## src/rtl/aes_stream_if.sv

```systemverilog
// Streaming front end for a 128-bit AES core: assembles DATA_W beats into key/data blocks and serialises results.
// Key load pulse 2 cycles after the last key beat, start 1 cycle after the last data beat; one block in flight, output fully stallable.
module aes_stream_if #(
  parameter int DATA_W = 8
) (
  input  logic              clk,
  input  logic              rst,
  input  logic              in_valid,
  output logic              in_ready,
  input  logic [DATA_W-1:0] in_data,
  input  logic [1:0]        in_kind,
  output logic              out_valid,
  input  logic              out_ready,
  output logic [DATA_W-1:0] out_data,
  output logic [127:0]      core_key,
  output logic              core_key_load,
  output logic [127:0]      core_blk,
  output logic              core_start_enc,
  output logic              core_start_dec,
  input  logic              core_done,
  input  logic [127:0]      core_res,
  output logic              busy
);

  localparam int BEATS = 128 / DATA_W;
  localparam int CNT_W = (BEATS > 1) ? $clog2(BEATS) : 1;
  localparam logic [CNT_W-1:0] LAST = CNT_W'(BEATS - 1);

  localparam logic [1:0] KIND_ENC  = 2'b00;
  localparam logic [1:0] KIND_DEC  = 2'b01;
  localparam logic [1:0] KIND_KEY  = 2'b10;
  localparam logic [1:0] KIND_DROP = 2'b11;

  typedef enum logic [2:0] {
    S_COLLECT,
    S_LDKEY,
    S_KEYPULSE,
    S_START,
    S_WAIT,
    S_SEND
  } state_e;

  state_e           state_q;
  logic [127:0]     blk_q;
  logic [127:0]     key_q;
  logic [1:0]       kind_q;
  logic [CNT_W-1:0] cnt_q;
  logic             in_ready_q;
  logic             busy_q;
  logic             out_valid_q;
  logic             key_load_q;
  logic             start_enc_q;
  logic             start_dec_q;

  logic [127:0]     blk_in_d;
  logic [127:0]     blk_out_d;
  logic [1:0]       kind_d;

  // Shifting by the full width yields zero, so DATA_W=128 needs no special case.
  assign blk_in_d  = (blk_q << DATA_W) | 128'(in_data);
  assign blk_out_d = blk_q << DATA_W;
  // On a single-beat block the tag has not been captured yet, so use the live input.
  assign kind_d    = (cnt_q == '0) ? in_kind : kind_q;

  always_ff @(posedge clk or negedge rst) begin
    if (!rst) begin
      state_q     <= S_COLLECT;
      blk_q       <= '0;
      key_q       <= '0;
      kind_q      <= '0;
      cnt_q       <= '0;
      in_ready_q  <= 1'b1;
      busy_q      <= 1'b0;
      out_valid_q <= 1'b0;
      key_load_q  <= 1'b0;
      start_enc_q <= 1'b0;
      start_dec_q <= 1'b0;
    end else begin
      key_load_q  <= 1'b0;
      start_enc_q <= 1'b0;
      start_dec_q <= 1'b0;
      case (state_q)
        S_COLLECT: begin
          if (in_valid) begin
            blk_q <= blk_in_d;
            if (cnt_q == '0) kind_q <= in_kind;
            if (cnt_q == LAST) begin
              cnt_q <= '0;
              case (kind_d)
                KIND_KEY: begin
                  state_q    <= S_LDKEY;
                  in_ready_q <= 1'b0;
                  busy_q     <= 1'b1;
                end
                KIND_DROP: begin
                  busy_q <= 1'b0;
                end
                default: begin
                  state_q     <= S_START;
                  in_ready_q  <= 1'b0;
                  busy_q      <= 1'b1;
                  start_enc_q <= (kind_d == KIND_ENC);
                  start_dec_q <= (kind_d == KIND_DEC);
                end
              endcase
            end else begin
              cnt_q  <= cnt_q + 1'b1;
              busy_q <= 1'b1;
            end
          end
        end
        S_LDKEY: begin
          key_q      <= blk_q;
          key_load_q <= 1'b1;
          state_q    <= S_KEYPULSE;
        end
        S_KEYPULSE: begin
          state_q    <= S_COLLECT;
          in_ready_q <= 1'b1;
          busy_q     <= 1'b0;
        end
        S_START: begin
          state_q <= S_WAIT;
        end
        S_WAIT: begin
          if (core_done) begin
            blk_q       <= core_res;
            cnt_q       <= '0;
            out_valid_q <= 1'b1;
            state_q     <= S_SEND;
          end
        end
        S_SEND: begin
          if (out_ready) begin
            blk_q <= blk_out_d;
            if (cnt_q == LAST) begin
              cnt_q       <= '0;
              out_valid_q <= 1'b0;
              in_ready_q  <= 1'b1;
              busy_q      <= 1'b0;
              state_q     <= S_COLLECT;
            end else begin
              cnt_q <= cnt_q + 1'b1;
            end
          end
        end
        default: begin
          state_q     <= S_COLLECT;
          cnt_q       <= '0;
          in_ready_q  <= 1'b1;
          busy_q      <= 1'b0;
          out_valid_q <= 1'b0;
        end
      endcase
    end
  end

  assign in_ready       = in_ready_q;
  assign busy           = busy_q;
  assign out_valid      = out_valid_q;
  assign out_data       = blk_q[127 -: DATA_W];
  assign core_key       = key_q;
  assign core_key_load  = key_load_q;
  assign core_blk       = blk_q;
  assign core_start_enc = start_enc_q;
  assign core_start_dec = start_dec_q;

endmodule
```

## config.mk

```make
export PLATFORM = sky130hd
export DESIGN_NAME = aes_stream_if
export DESIGN_NICKNAME = d
export VERILOG_FILES = /design/src/rtl/aes_stream_if.sv
export SDC_FILE = /design/constraint.sdc
export NUM_CORES = 1
export LEC_CHECK = 0
export BUFFER_PORTS_ARGS = -buffer_cell sky130_fd_sc_hd__buf_2
export CELL_PAD_IN_SITES_DETAIL_PLACEMENT = 1
export CELL_PAD_IN_SITES_GLOBAL_PLACEMENT = 2
export CORE_UTILIZATION = 25
export CTS_CLUSTER_DIAMETER = 100
export DETAILED_ROUTE_END_ITERATION = 8
export HOLD_SLACK_MARGIN = 0.05
export PLACE_DENSITY = 0.68
export SYNTH_ARGS = -nofsm -noshare
export SYNTH_HDL_FRONTEND = slang
export SYNTH_SLANG_ARGS = --single-unit
```

## constraint.sdc

```tcl
create_clock -name clk -period 2.2 [get_ports clk]
set_input_delay 0.33 -clock clk [delete_from_list [all_inputs] [get_ports clk]]
set_output_delay 0.33 -clock clk [all_outputs]
set_load 0.05 [all_outputs]
```

Yosys cells after proc, flatten, opt, wreduce, memory -nomap -nowiden
Cells that the tools add are included.

Register bits: 271. Bits of input ports: 143. Output and inout bits: 270. Logic and storage cells: 86.

$add $sub $neg: 1. Eq/ne operators: 15. Muxes and demuxes: 40. Bitwise gates (word level): 4. Reductions and logical operators: 15.

Operator list (number): 128-bit 2-to-1 mux (3); 128-bit one-hot mux with 3 select lines (1); 128-bit by 8-bit bitwise OR with 128-bit output (1); 1-bit 2-to-1 mux (20); 4-bit 2-to-1 mux (4); 4-bit one-hot mux with 4 select lines (1); 4-bit AND reduction (4); 3-bit 2-to-1 mux (5); 3-bit one-hot mux with 5 select lines (1); 2-bit inequality test (second input constant) (6); 6-bit AND reduction (2); 1-bit one-hot mux with 3 select lines (3); 3-bit by 2-bit == test with 1-bit output (second input constant) (2); 3-bit == test (second input constant) (2); 3-bit one-hot mux with 2 select lines (1); 3-bit OR reduction (2); 4-bit by 1-bit adder with 4-bit output (second input constant) (1); 2-bit == test (second input constant) (2); 4-bit == test (second input constant) (1); 4-bit logical NOT (1); 4-bit OR reduction (1); 3-bit by 1-bit == test with 1-bit output (second input constant) (1); 3-bit logical NOT (1); 1-bit NOT (3); other kinds (6) (6).

Longest topological paths before layout
Gate-level depths: netlist of run 1.

Depth in word-level cells: 8. Depth in mapped cells: 7. Gate-level depth less buffers: 6.

Worst setup path before layout of run 1
Ideal clock, no wire load.

Path kind: reg-to-reg. From: reg state_q[0]. To: reg key_q[118], in the netlist core_key[118]. Setup time: 0.125 ns. Arrival time: 1.577 ns. Required time: 2.075 ns. Slack: 0.498 ns. Stages on the path, launching flop included: 7. Path buffers: 3. Clock period less this slack: 1.702 ns. Cells stage by stage: dfrtp_1 > buf_2 > inv_1 > nor3_1 > buf_2 > buf_4 > mux2_2.

Longest elaborated chain between the ends: 1.

RTL lines: start, declared (RTL line 43) `state_e state_q;`; start signal, assigned (RTL line 67) `state_q <= S_COLLECT;`; start signal, assigned (RTL line 91) `state_q <= S_LDKEY;`; start signal, assigned (RTL line 99) `state_q <= S_START;`; 3-bit by 1-bit == test with 1-bit output (RTL line 82) `case (state_q)`; end signal, assigned (RTL line 113) `key_q <= blk_q;`; end, declared (RTL line 45) `logic [127:0] key_q;`.

Every way passes these cells. A chain may end at the register's enable or synchronous reset.

Final worst setup path of run 1
From: reg state_q[2]. To: reg blk_q[51], in the netlist core_blk[51].

Longest elaborated chain between the ends: 3. Elaborated cells on any way between the ends: 9. Classes of those cells: 5 x eq/ne; 1 x mux; 3 x reduce/logical.

RTL lines: 3-bit == test / 3-bit logical NOT (equally long branches) (RTL line 82); 2-bit inequality test (no source line) / 3-bit nonzero test (equally long branches); 4-bit AND reduction (no source line); end signal, assigned (RTL line 85) `blk_q <= blk_in_d;`; end signal, assigned (RTL line 127) `blk_q <= core_res;`; end signal, assigned (RTL line 135) `blk_q <= blk_out_d;`; end, declared (RTL line 44) `logic [127:0] blk_q;`.

Parallel ways exist; a longest one is shown, timed or not.

==> run summary, run 1 <==
CP Buf/Inv Count - 2
Top Ports - 413
Hold wc startpoint - core_res[62]
Post-synthesis cell count - 928
R2R Path End - core_blk[51]
Yosys reg bits - 271
Largest net degree at the start of global routing - 63
FF/Latch Area - 0.00678 mm²
Area share of fa/ha/maj cells after synthesis - 0.00219
H-tree depth - 2
Row cnt - 77
Wire per inst - 19.3 µm
Starting Density - 0.256
Crit path DAT - 2.46 ns
Maximum clock frequency - 495 MHz
Detailed-route vias per instance - 4.47
Final nets - 1499
Router iterations before antenna repair - 4
Antenna Nets Post-Route - 0
GRT Util Overall - 0.164
Chip width - 216 µm
Status - finished, final reports clean
Initial antenna violation count - 9
Crit-path slowest cell - dfrtp_1
Worst Skew - 0.0145 ns
Initial DRC Count - 359
Final hold vios - 0
Mapped Area - 0.0114 mm²
Placed cells - 1907
Clk_lat worst skew - 0.53 ns
Worst Path Required - 2.64 ns
Simple-gate portion of the synthesized area - 0.0642
Worst Path Max Fanout - 58
Multiplexer share of the synthesized area - 0.236
Share of cells above drive strength 1 - 0.467
Slew Limit Fails - 0
Layout Utilization - 0.348
Sequential cell area fraction in the yosys report - 0.594
Die Y - 216 µm
Largest family of logic cells by synthesized area - multiplexers
FILL cells - 5020
DIE AREA - 0.0465 mm²
Clock slew seen by the registers of the worst setup and hold paths - 0.06 ns
Hold path depth - 3
Tightest Pin Transition - 0.677 ns
Top cell type by total area after synthesis - dfrtp_1
CTS sink cnt - 271
Vias in the first global route - 9641
Worst path cell trace - a21boi_0, a211oi_4, buf_12, buf_12, nor2_1, a21oi_1
Clock Path Buffers - 3
Postcts setup bufs - 0
DRT Wirelength - 38000 µm
First-pass GRT wire length - 59300 µm
FF-to-FF setup slack - 0.18 ns
Max-cap violation count - 0
Min-Delay Path Class - in2reg
Drt drc - 0
Critical path's most frequent cell - buf_12
Top cell type's share of synthesized area - 0.592
Area growth from synthesis to layout - 36.2%
Min Hold Slack - 0.101 ns
Mapped Nets - 1073
Critical Path Start Type - flip-flop
RePlAce Congestion - 0.802
Post-Synth XOR/XNOR Area - 0.000767
Cell family contributing the most delay on the critical path - compound AO/OA/AOI/OAI gates
R2R depth - 6
Slowest stage delay, CP - 0.56 ns
Setup TNS - 0 ns
Synth Area in Compound Gates - 0.0707
CTS root buf - clkbuf_16
Crit. End Element - flip-flop
Multi-input logic area - 0.00429 mm²
Crit share post-route - 0.919
FF-to-FF Start - state_q[2]
Top cells by area, synth - dfrtp_1 (59%), mux2_2 (13%), mux2i_1 (11%)
Ys Warns - 0
Max_slew headroom - 0.546
Fin crit period - 2.02 ns
Grt ovf - 0
Post-Synthesis Mean Instance Area - 12.3 µm²
Final cell count without fillers - 1976
TritonCTS clock tree - yes
Netlist cell types - 35
DP HPWL - 28100 µm
Vias post-DR - 8825
Core ar. - 0.0446 mm²
Num CTS Buffers - 34
RSZ-0062 raised after global routing - false
Setup CP Type - reg2reg
Hold Path Sink - core_blk[62]
Endpoints failing setup - 0
PortBufs - 412
[per-stage QoR]
stage	area [µm²]	worst slack [ns]
floorplan	11400	0.498
global placement	14400	0.278
detailed placement	14400	0.205
CTS	15500	0.163
global route	15500	0.0601
finish	15500	0.178
[Yosys cell counts]
master      n
clkbuf_1   16
ha_1        2
o211ai_1    1
a21boi_0    1
or2_2       1
mux2_2    130
mux2i_1   123
nand2_1    10
inv_1       5
a21oi_1   138
dfrtp_1   270
nor4b_2     1
buf_1       5
nand2b_1    2
nor3_1      5
o41ai_1     1
o22a_1      1
nor3b_1    10
nand3b_1    1
nor2_1    133
and3_1      3
nor2b_1     1
dfstp_2     1
buf_2      39
a21o_1      1
a211oi_1    1
nand4_1     1
a211oi_2    1
o21ai_0     8
buf_4       9
and3b_1     1
xor2_1      1
a32o_1      1
nand3_1     3
o22ai_1     1
[flip-flops by register name, indices dropped and copies added (netlist names), 2 cells and up]
name,cells
core_key,128
cnt_q,4
kind_q,2
core_blk,128
state_q,3
[worst reg2reg max path, delay by kind of cell, from the launching register on]
kind	cells	cell delay [ns]
buf+inv	2	0.61
simple gates	1	0.09
compound gates	3	0.68
flops	1	0.56
[what timing repair did]
action,in CTS,in global routing
hold endpoints to repair,52,0
gates resized for setup,0,0
hold buffers,3,0
[metal layers]
layer	up-vias	share of wire	track usage	wire [µm]
li1	4096	-	-	-
met1	4391	0.43	0.205	16200
met2	278	0.48	0.269	18300
met3	54	0.072	0.0502	2750
met4	6	0.019	0.0508	735
met5	-	0.00097	0	37
[cell usage in the layout (no fill, tap or decap), drive strengths merged, types with 4 or more instances in the layout]
master	instances
clkinv	4
o21ai	8
mux2	130
diode	7
mux2i	123
nor3b	10
a21oi	138
clkbuf	55
inv	5
nor3	5
dfrtp	270
nand2	10
nor2	133
buf	456
[cells by family after synthesis]
group	after synthesis
flops	271
mux	253
simple gates	172
compound gates	155
buf+inv	74
fa+ha+maj	2
xor+xnor	1
[worst max path at each step]
stage / from / endpoint / slack [ns] / depth (start not counted)
after detailed placement: state_q[2] / core_blk[51] / 0.20 / 6
after global placement: state_q[0] / core_key[74] / 0.28 / 5
after floorplan: state_q[0] / core_key[118] / 0.50 / 6
final: state_q[2] / core_blk[51] / 0.18 / 6
after global routing: state_q[2] / core_blk[51] / 0.06 / 6
after CTS: state_q[2] / core_blk[51] / 0.16 / 6
[area by class of cell]
class	count	area share
Multi-Input combinational cell	583	0.276
Clock buffer	55	0.0703
Clock inverter	4	0.00129
Antenna cell	7	0.00113
Sequential cell	271	0.436
Inverter	5	0.00121
Tap cell	592	0.0476
Timing Repair Buffer	459	0.166
Power of run 1 is not shown: default switching activity piles up to over one toggle a cycle in this logic, so the estimate is an artifact.
==> run 2: changes to the inputs <==
CORE_ASPECT_RATIO = 1.1   (was unset)
CORE_MARGIN = 1   (was unset)
SETUP_SLACK_MARGIN = 0.4   (was unset)
==> run 2 against run 1 <==
Sequential share of layout area decreased by 1.3 points. Wire length increased by 6.4%. Flip-flop and latch count unchanged. Critical endpoint is now core_blk[13]. Critical path type unchanged. Critical path depth increased by 1.
==> run summary, run 2 (synthesis results as in run 1) <==
GRT Util Overall - 0.164
Clock Path Buffers - 3
Fin crit period - 1.79 ns
Vias in the first global route - 9360
Slew Limit Fails - 0
Crit path DAT - 2.18 ns
Worst Path Required - 2.60 ns
Worst Path Max Fanout - 14
Setup TNS - 0 ns
Grt ovf - 0
Num CTS Buffers - 34
Final hold vios - 0
Detailed-route vias per instance - 4.56
Leading cell type in the layout, fill and taps excluded - buf_2
Crit. End Element - flip-flop
Critical path startpoint - state_q[0]
Worst Skew - 0.0195 ns
Tightest Pin Transition - 0.458 ns
Maximum clock frequency - 559 MHz
Share of cells above drive strength 1 - 0.480
First-pass GRT wire length - 57900 µm
Initial DRC Count - 208
Core ar. - 0.0448 mm²
DP HPWL - 27700 µm
Clock slew seen by the registers of the worst setup and hold paths - 0.06 ns
RSZ-0062 raised after global routing - true
Final nets - 1521
Row cnt - 81
R2R Path End - core_blk[13]
RePlAce Congestion - 0.782
Crit share post-route - 0.813
Area growth from synthesis to layout - 40.4%
DRT Wirelength - 40500 µm
CTS root buf - clkbuf_16
FF-to-FF Start - state_q[0]
DIE AREA - 0.0465 mm²
Antenna Nets Post-Route - 0
Router iterations before antenna repair - 4
Status - finished, final reports clean
Die Y - 226 µm
R2R depth - 7
Top Ports - 413
Chip width - 206 µm
Layout Utilization - 0.358
Max-cap violation count - 0
CTS sink cnt - 271
TritonCTS clock tree - yes
Most frequent cells in the layout - buf_2 (411), dfrtp_1 (268), a21oi_1 (138), nor2_1 (132), mux2_2 (130)
Drt drc - 0
Initial antenna violation count - 4
Clk_lat worst skew - 0.53 ns
Setup CP Type - reg2reg
PortBufs - 412
Endpoints failing setup - 0
Starting Density - 0.255
Max_slew headroom - 0.686
Min-Delay Path Class - in2reg
Largest net degree at the start of global routing - 63
Vias post-DR - 9046
Critical Path Start Type - flip-flop
Worst setup path endpoint - core_blk[13]
H-tree depth - 2
FF-to-FF setup slack - 0.41 ns
Wire per inst - 20.4 µm
==> run 2: metal layers <==
layer | routed length (µm) | vias to the layer above | global-route usage | part of all wire
met5 | 35 | - | 0 | 0.00086
met4 | 1170 | 4 | 0.0648 | 0.029
met3 | 2640 | 72 | 0.0384 | 0.065
met2 | 19800 | 294 | 0.273 | 0.49
met1 | 16800 | 4538 | 0.203 | 0.42
li1 | - | 4138 | - | -
==> run 2: area by class of cell <==
cell class | instances | area, µm²
fill | 5008 | 28800
timing repair buffer | 481 | 3000
antenna | 3 | 7.51
multi-input combinational | 583 | 4320
clock inverter | 8 | 143
clock buffer | 50 | 1020
tap | 581 | 727
sequential | 271 | 6790
inverter | 5 | 18.8
==> run 2: what timing repair did <==
action / 4_1_cts / 5_1_grt
hold buffers: 3 / 0
hold endpoints to repair: 44 / 0
resized for setup: 7 / 20
buffers inserted: 5 / 8
endpoints found under the setup margin: 242 / 214
pin swaps: 3 / 4
cloned: 3 / 7
==> run 2: metrics by stage <==
step	worst slack [ns]	hold WS (ns)	cell area (µm²)	instances
finish	0.412	0.0990	16000	1982
global route	0.331	0.0936	16000	1981
CTS	0.411	0.0637	15700	1964
detailed placement	0.195	0.299	14400	1895
global placement	0.273	0.292	14400	1895
floorplan	0.498	0.0344	11400	928
==> run 2: worst max-delay path, cell delays in order (launching register included) <==
cell and delay (ns):
dfrtp_2 0.47, a21boi_0 0.45, a211oi_4 0.08, buf_4 0.19, buf_12 0.16, buf_4 0.17
nor2_1 0.10, a21oi_1 0.05
==> run 2: how the worst min path moves through the flow <==
stage / from / to / slack (ns) / cells past startpoint
3_5_place_dp: rst / core_key[106] / 0.30 / 1
5_1_grt: core_res[85] / core_blk[85] / 0.09 / 3
2_1_floorplan: rst / busy / 0.03 / 0
6_report: core_res[68] / core_blk[68] / 0.1 / 3
3_3_place_gp: rst / core_key[106] / 0.29 / 1
4_1_cts: core_res[55] / core_blk[55] / 0.06 / 3
Power of run 2 is left out for the same reason.
